<file path="config.mk">
export PLATFORM = sky130hd
export DESIGN_NAME = fetch_queue
export DESIGN_NICKNAME = d
export VERILOG_FILES = /design/src/rtl/fetch_queue_pkg.sv /design/src/rtl/fetch_queue_ptr.sv /design/src/rtl/fetch_queue.sv
export SDC_FILE = /design/constraint.sdc
export NUM_CORES = 1
export LEC_CHECK = 0
export ABC_AREA = 1
export BUFFER_PORTS_ARGS = -buffer_cell sky130_fd_sc_hd__buf_2
export CAP_MARGIN = 20
export CORE_MARGIN = 1.5
export CORE_UTILIZATION = 45
export DETAILED_ROUTE_END_ITERATION = 8
export GPL_ROUTABILITY_DRIVEN = 0
export GPL_TIMING_DRIVEN = 0
export MAX_ROUTING_LAYER = met4
export PLACE_DENSITY_LB_ADDON = 0.15
export SKIP_LAST_GASP = 1
export SYNTH_ARGS = -nofsm -noshare
export SYNTH_HDL_FRONTEND = slang
export SYNTH_SLANG_ARGS = --single-unit
</file>
<file path="constraint.sdc">
create_clock -name clk -period 3.15 [get_ports clk]
set_input_delay 0 -clock clk [delete_from_list [all_inputs] [get_ports clk]]
set_output_delay 0 -clock clk [all_outputs]
set_load 0.1 [all_outputs]
</file>
<file path="src/rtl/fetch_queue_pkg.sv">
// Shared types and default sizing for the Fetch -> Decode prefetch queue.
// The {pc, inst} entry layout keeps the PC in the upper bits.
package fetch_queue_pkg;

  localparam int INST_W_DEF = 32;
  localparam int ADDR_W_DEF = 16;
  localparam int FQ_DEPTH   = 4;

  typedef logic [INST_W_DEF-1:0] inst_t;
  typedef logic [ADDR_W_DEF-1:0] addr_t;

  typedef struct packed {
    addr_t pc;
    inst_t ins;
  } fq_entry_t;

endpackage

</file>
<file path="src/rtl/fetch_queue_ptr.sv">
// Wrap-around queue pointer: increments modulo 2**W, with a synchronous clear that wins over increment.
module fq_ptr #(
  parameter int W = 2
) (
  input  logic         clk,
  input  logic         rst,
  input  logic         inc,
  input  logic         clr,
  output logic [W-1:0] ptr
);

  logic [W-1:0] ptr_q, ptr_d;

  // NOTE: every comb output gets a default first so no path can infer a latch.
  always_comb begin
    ptr_d = ptr_q;
    if (clr) begin
      ptr_d = '0;
    end else if (inc) begin
      ptr_d = ptr_q + W'(1);
    end
  end

  // NOTE: state flops use non-blocking assignment; reset is asynchronous and active-low.
  always_ff @(posedge clk or negedge rst) begin
    if (!rst) begin
      ptr_q <= '0;
    end else begin
      ptr_q <= ptr_d;
    end
  end

  assign ptr = ptr_q;

endmodule

</file>
<file path="src/rtl/fetch_queue.sv">
// Instruction prefetch queue between Fetch and Decode: {pc, inst} FIFO with flush on taken
// branch, sticky halt that blocks new entries, and optional zero-latency bypass when empty.
module fetch_queue
  import fetch_queue_pkg::*;
#(
  parameter int INST_W = INST_W_DEF,
  parameter int ADDR_W = ADDR_W_DEF,
  parameter int DEPTH  = FQ_DEPTH,
  parameter int BYPASS = 0
) (
  input  logic                       clk,
  input  logic                       rst,
  input  logic                       push_valid,
  output logic                       push_ready,
  input  logic [INST_W-1:0]          push_inst,
  input  logic [ADDR_W-1:0]          push_pc,
  output logic                       pop_valid,
  input  logic                       pop_ready,
  output logic [INST_W-1:0]          pop_inst,
  output logic [ADDR_W-1:0]          pop_pc,
  input  logic                       flush,
  input  logic                       halt,
  output logic [$clog2(DEPTH):0]     count,
  output logic                       halted
);

  localparam int PW = $clog2(DEPTH);
  localparam int CW = PW + 1;

  typedef struct packed {
    logic [ADDR_W-1:0] pc;
    logic [INST_W-1:0] ins;
  } entry_t;

  entry_t          mem_q [DEPTH];
  logic [PW-1:0]   rd_ptr, wr_ptr;
  logic [CW-1:0]   count_q, count_d;
  logic            halted_q, halted_d;
  logic            empty, full, byp_avail;
  logic            push_fire, pop_fire, pass_thru, wr_en, rd_en;
  entry_t          head;

  always_comb begin
    empty      = (count_q == '0);
    full       = (count_q == CW'(DEPTH));
    // rst gating keeps both handshakes low for the whole time reset is held.
    push_ready = rst && !full && !halted_q && !flush;
    byp_avail  = (BYPASS != 0) && empty && push_valid && push_ready;
    pop_valid  = rst && !flush && (!empty || byp_avail);

    push_fire  = push_valid && push_ready;
    pop_fire   = pop_valid && pop_ready;
    pass_thru  = byp_avail && pop_ready;
    wr_en      = push_fire && !pass_thru;
    rd_en      = pop_fire && !pass_thru;

    count_d    = flush ? '0 : count_q + CW'(wr_en) - CW'(rd_en);
    halted_d   = halted_q || halt;

    head = '0;
    if (!empty) begin
      head = mem_q[rd_ptr];
    end else if (byp_avail) begin
      head = '{pc: push_pc, ins: push_inst};
    end
  end

  assign pop_pc   = head.pc;
  assign pop_inst = head.ins;
  assign count    = count_q;
  assign halted   = halted_q;

  fq_ptr #(.W(PW)) u_wr_ptr (
    .clk (clk),
    .rst (rst),
    .inc (wr_en),
    .clr (flush),
    .ptr (wr_ptr)
  );

  fq_ptr #(.W(PW)) u_rd_ptr (
    .clk (clk),
    .rst (rst),
    .inc (rd_en),
    .clr (flush),
    .ptr (rd_ptr)
  );

  always_ff @(posedge clk or negedge rst) begin
    if (!rst) begin
      count_q  <= '0;
      halted_q <= 1'b0;
    end else begin
      count_q  <= count_d;
      halted_q <= halted_d;
    end
  end

  // NOTE: storage is deliberately not reset; count gates every read, so stale data is never visible.
  always_ff @(posedge clk) begin
    if (wr_en) begin
      mem_q[wr_ptr] <= '{pc: push_pc, ins: push_inst};
    end
  end

endmodule
</file>
-- Word-level counts from Yosys, hierarchy flattened
Memory sizes are Yosys's and may differ from the RTL's.
Cells that the tools add are included.
- input bits: 54
- word-level logic and storage cells: 33
- register bits: 8
- output and inout port bits: 54
- memory bits (writable): 192
- memories kept: 1
- memories (name ; depth ; width ; rd ports ; clocked after memory_dff ; wr ports ; RTL line ; text):
    mem_q ; 4 ; 48 ; 1 ; 0 ; 1 ; fetch_queue.sv:35 ; entry_t mem_q [DEPTH];
- add/sub/neg operators: 4
- equality and inequality tests: 1
- multiplexer cells: 8
- reduce and logical (&&, ||, !) cells: 15
- operators by type and width (kind ; count):
    two-way mux 48 bit ; 1
    two-way mux 2 bit ; 4
    logical AND 1 bit ; 7
    adder 2 x 1 -> 2 bit (second input constant) ; 2
    logical NOT 1 bit ; 4
    nonzero test 2 bit ; 2
    adder 3 x 1 -> 3 bit ; 1
    equality test 3 bit (second input constant) ; 1
    logical NOT 3 bit ; 1
    two-way mux 3 bit ; 1
    subtractor 3 x 1 -> 3 bit ; 1
    two-way mux 1 bit ; 2
    logical OR 1 bit ; 1

-- Longest topological paths before layout
- depth after elaboration: 9
- mapped depth: 11

-- Hierarchy
A second synthesis with hierarchy kept.
- cell total of the unflattened synthesis: 822
- area total of the unflattened synthesis: 8608.3 µm²
- modules (own cells, without submodules) (module ; area each (µm²) ; instances ; sequential area each (µm²) ; cells each):
    fetch_queue ; 8435.6 ; 1 ; 5865.6 ; 800
    fq_ptr ; 86.3 ; 2 ; 50.0 ; 11

-- Least setup slack after synthesis
OpenSTA, ideal clock, no wires.
- path kind: register -> register
- start point: register count_q[1], in the netlist count[1]
- end point: memory mem_q[0][0] in the netlist's numbering (enable)
- cell stages (with the launch flop): 5
- data required time: 2.696 ns
- setup time: 0.454 ns
- clock period less this slack: 3.919 ns
- path slack: -0.769 ns
- arrival: 3.465 ns
- buffers on the path: 0
- cells stage by stage: dfrtp_1 inv_1 nand3_1 nand3_2 nor2_1
- word-level cells in the longest chain between the ends: 8
- ends and longest elaborated chain (item ; RTL line ; text):
    start, declared ; fetch_queue.sv:37 ; logic [CW-1:0] count_q, count_d;
    start signal, assigned ; fetch_queue.sv:94 ; count_q <= count_d;
    equality test 3 bit ; fetch_queue.sv:45 ; full = (count_q == CW'(DEPTH));
    logical NOT 1 bit ; fetch_queue.sv:47 ; push_ready = rst && !full && !halted_q && !flush;
    logical AND 1 bit (3 in series) ; fetch_queue.sv:47 ;
    logical AND 1 bit ; fetch_queue.sv:51 ; push_fire = push_valid && push_ready;
    two-way mux 1 bit ; fetch_queue.sv:101 ; if (wr_en) begin
    two-way mux 1 bit (implied by the code) ; fetch_queue.sv:102 ; mem_q[wr_ptr] <= '{pc: push_pc, ins: push_inst};
    end, declared ; fetch_queue.sv:35 ;
No other way between the ends.

-- Final worst setup path
- start point: register u_rd_ptr.ptr_q[0], in the netlist u_rd_ptr.ptr[0]
- end point: output port pop_pc[13]
- word-level cells in the longest chain between the ends: 2
- ends and longest elaborated chain (item ; RTL line ; text):
    start, declared ; fetch_queue_ptr.sv:12 ; logic [W-1:0] ptr_q, ptr_d;
    start signal, assigned ; fetch_queue_ptr.sv:29 ; ptr_q <= ptr_d;
    memory read (4 x 48 bit) ; n/a ;
    two-way mux 48 bit ; fetch_queue.sv:61 ; if (!empty) begin
    end, declared ; fetch_queue.sv:20 ; output logic [ADDR_W-1:0] pop_pc,
No other way between the ends.

==> results.toml <==
[drt]
wirelength_um = 18740
first_iter_violations = 360
drc_errors = 0
ant_nets = 0
drt_first_pass_iters = 4
via_per_inst = 5.078
wl_per_cell_um = 17.74
vias = 5362

[layout]
layout-drive-gt1-share = 0.2106
fillCellCount = 1395
fin_util = 0.5807
antenna_cells = 0
final_nets = 880
syn2layout_area_growth_pct = 26.01

[worst_setup_path]
crit_fanout = 10
setup.worst_path.class = "register to output pin"
critPathArrivalTime_ns = 2.48
start_kind = "register"
critPathCaptureType = "output pin"
cpPeakStageDelay_ns = 0.49
crit_path_top_delay_cell = "buf_2"
crit_chain = "buf_6, inv_4, clkbuf_1, o21ai_0, a21oi_1, buf_2"
required_ns = 3.15

[yosys]
synth_most_common_cell = "nor2_1"
synthCells = 635
yosysSeqAreaShare = 0.7484
synthTopCellsByCount = "nor2_1 (203), edfxtp_1 (192), o21ai_0 (76), a21oi_1 (48), o21ai_1 (20)"
yosysUniqueCellTypes = 24
syn_area_per_cell_um2 = 12.55
yosys-top-cells-area = "edfxtp_1 (72%), nor2_1 (9.6%), o21ai_0 (4.8%), a21oi_1 (3.0%), dfrtp_1 (2.5%)"
synthAdderAreaFrac = 0.01193
synth_area_mm2 = 0.007971
synth_top_area_cell = "edfxtp_1"
mappedNetlistNets = 696
ys_ff_latch = 200
synth-async-reset-ratio = 0.04000
yosys.area_share.simple = 0.1107
synth_mux_area_frac = 0
synth_top_family_by_area = "simple AND/OR/NAND/NOR gates"
synthXorXnorAreaFrac = 0.002197
synth_edf_count = 192
synth_compound_area_frac = 0.09041
synth_flop_cell = "edfxtp_1"
yosysTopAreaCellShare = 0.7233
synth-warning-count = 0

[timing]
period_needed_ns = 2.482
hold_violations = 0
drv_slew = 0
relSlewSlack = 0.3728
finalHoldWorstSlack_ns = 0.2971
worst-slew-pin-transition_ns = 0.9386
skew_ns = 0.007536
fin_setup_tns_ns = 0
finalSetupViolCount = 0
finalCritPeriodShare = 0.7880
max_freq_mhz = 402.9
rsz0062_at_grt = "no"

[clock_tree]
cts_buffer_depth = 2
cts-root-buf = "clkbuf_16"
h-tree-depth = 4
numClockSinks = 200
tritoncts.num_buffers = 17
ctsResizeCount = 0
cts_tree = "done"
cts.clk_slew.worst_paths_ns = 0.07
clock_latency_ns = 0.43

[global_route]
overflow = 0
grt_pass1_vias = 5432
grt_usage = 0.2196
antenna_found_initial = 0
grt_pass1_wl_um = 29080
grt_max_degree = 28

[pwr]
net-switching-power_w = 0.001312
total_power_w = 0.005775
p_sw_frac = 0.2271
p_per_area_mw_per_mm2 = 574.9
p_leak_nw = 3.749
p_seq_frac = 0.505
clkPwrFrac = 0.388
intPower_w = 0.004463
ir_drop_uv = 395.0
pwr-share-comb = 0.107

[floorplanning]
coreArea_mm2 = 0.01730
die_h_um = 136.1
initial_core_util = 0.4609
rows = 48
die_x_um = 136.1
pin_count = 108
dieArea_mm2 = 0.01852

[worst_hold_path]
hold_class = "primary input to register"

[flow_run]
cap_violations = 0

[status]
outcome = "finished, final reports clean"

[placement]
hpwl_um = 11110
port_buffers = 107
routing by layer:
metal	track usage	wire (um)
met3	0.03952	893
met2	0.3659	9497
met4	0.07683	297
met1	0.2707	8045
met5	-	0
kinds of logic after synthesis:
group                      after synthesis
AOI/OAI and AO/OA                      144
xor gates and xnor gates                 2
adders and majority gates                7
buffers and inverters                   54
and+or+nand+nor                        228
DFF                                    200
metrics by stage:
stage,setup slack [ns],cell area [um^2],cells
2_1_floorplan,-0.7687,7971,635
3_3_place_gp,-1.924,8788,967
3_5_place_dp,0.7918,8899,971
4_1_cts,0.7012,10040,1056
5_1_grt,0.5643,10040,1056
6_report,0.6679,10040,1056
flip-flops by register name (all words and copies together), names as in the netlist:
signal,count
count,3
halted,1
mem_q,192
u_rd_ptr.ptr,2
u_wr_ptr.ptr,2
power by group through the flow:
stage / sequential [W] / clock [W] / combinational [W]
after CTS: 0.00292 / 0.00227 / 0.000621
after floorplan: 0.00298 / 0 / 0.000359
after global placement: 0.00298 / 0 / 0.000546
after detailed placement: 0.00298 / 0 / 0.000563
final: 0.00292 / 0.00224 / 0.000616
after global routing: 0.00292 / 0.00236 / 0.000689
worst max-delay path, delay by kind of cell, from the launching register on:
family,cells,cell delay [ns]
AO/OA/AOI/OAI,2,0.49
buffers and inverters,4,1.19
flip-flops,1,0.37
final timing paths:
check	from	end	slack, ns	depth (start not counted)
setup / recovery	u_rd_ptr.ptr[0]$_DFFE_PN0P_	pop_pc[13]	0.67	6
hold / removal	halt	halted$_DFF_PN0_	0.30	3
setup reg to reg	count[1]$_DFF_PN0_	mem_q[2][21]$_DFFE_PP_	0.83	5
hold reg to reg	halted$_DFF_PN0_	halted$_DFF_PN0_	0.54	1
max in group asynchronous	rst	u_rd_ptr.ptr[1]$_DFFE_PN0P_	2.25	3
min in group asynchronous	rst	count[2]$_DFF_PN0_	0.60	3
layout by cell type, fill, tap and decap left out, drive strengths merged, types with 8 or more instances in the layout:
cell         count
nor2           204
edfxtp         192
buf            136
o21ai           96
dlygate4sd3     54
a21oi           48
clkbuf          29
inv             19
nand2           13
dfrtp            8
nand3            8
area by class of cell:
cell class	count	area, um^2	area share
Clock inverter	14	180.2	0.01794
Tap cell	225	281.5	0.02803
Timing Repair Buffer	165	1156	0.1151
Sequential cell	200	5966	0.5939
Multi-Input combinational cell	381	1745	0.1738
Clock buffer	17	425.4	0.04235
Buffer	37	224.0	0.02230
Inverter	17	66.31	0.006602
what timing repair did:
action | CTS | global route
hold buffers | 54 | 0
setup buffers | 0 | 0
hold endpoints to repair | 208 | 0
Note: power is estimated with default switching activity, not from simulation.
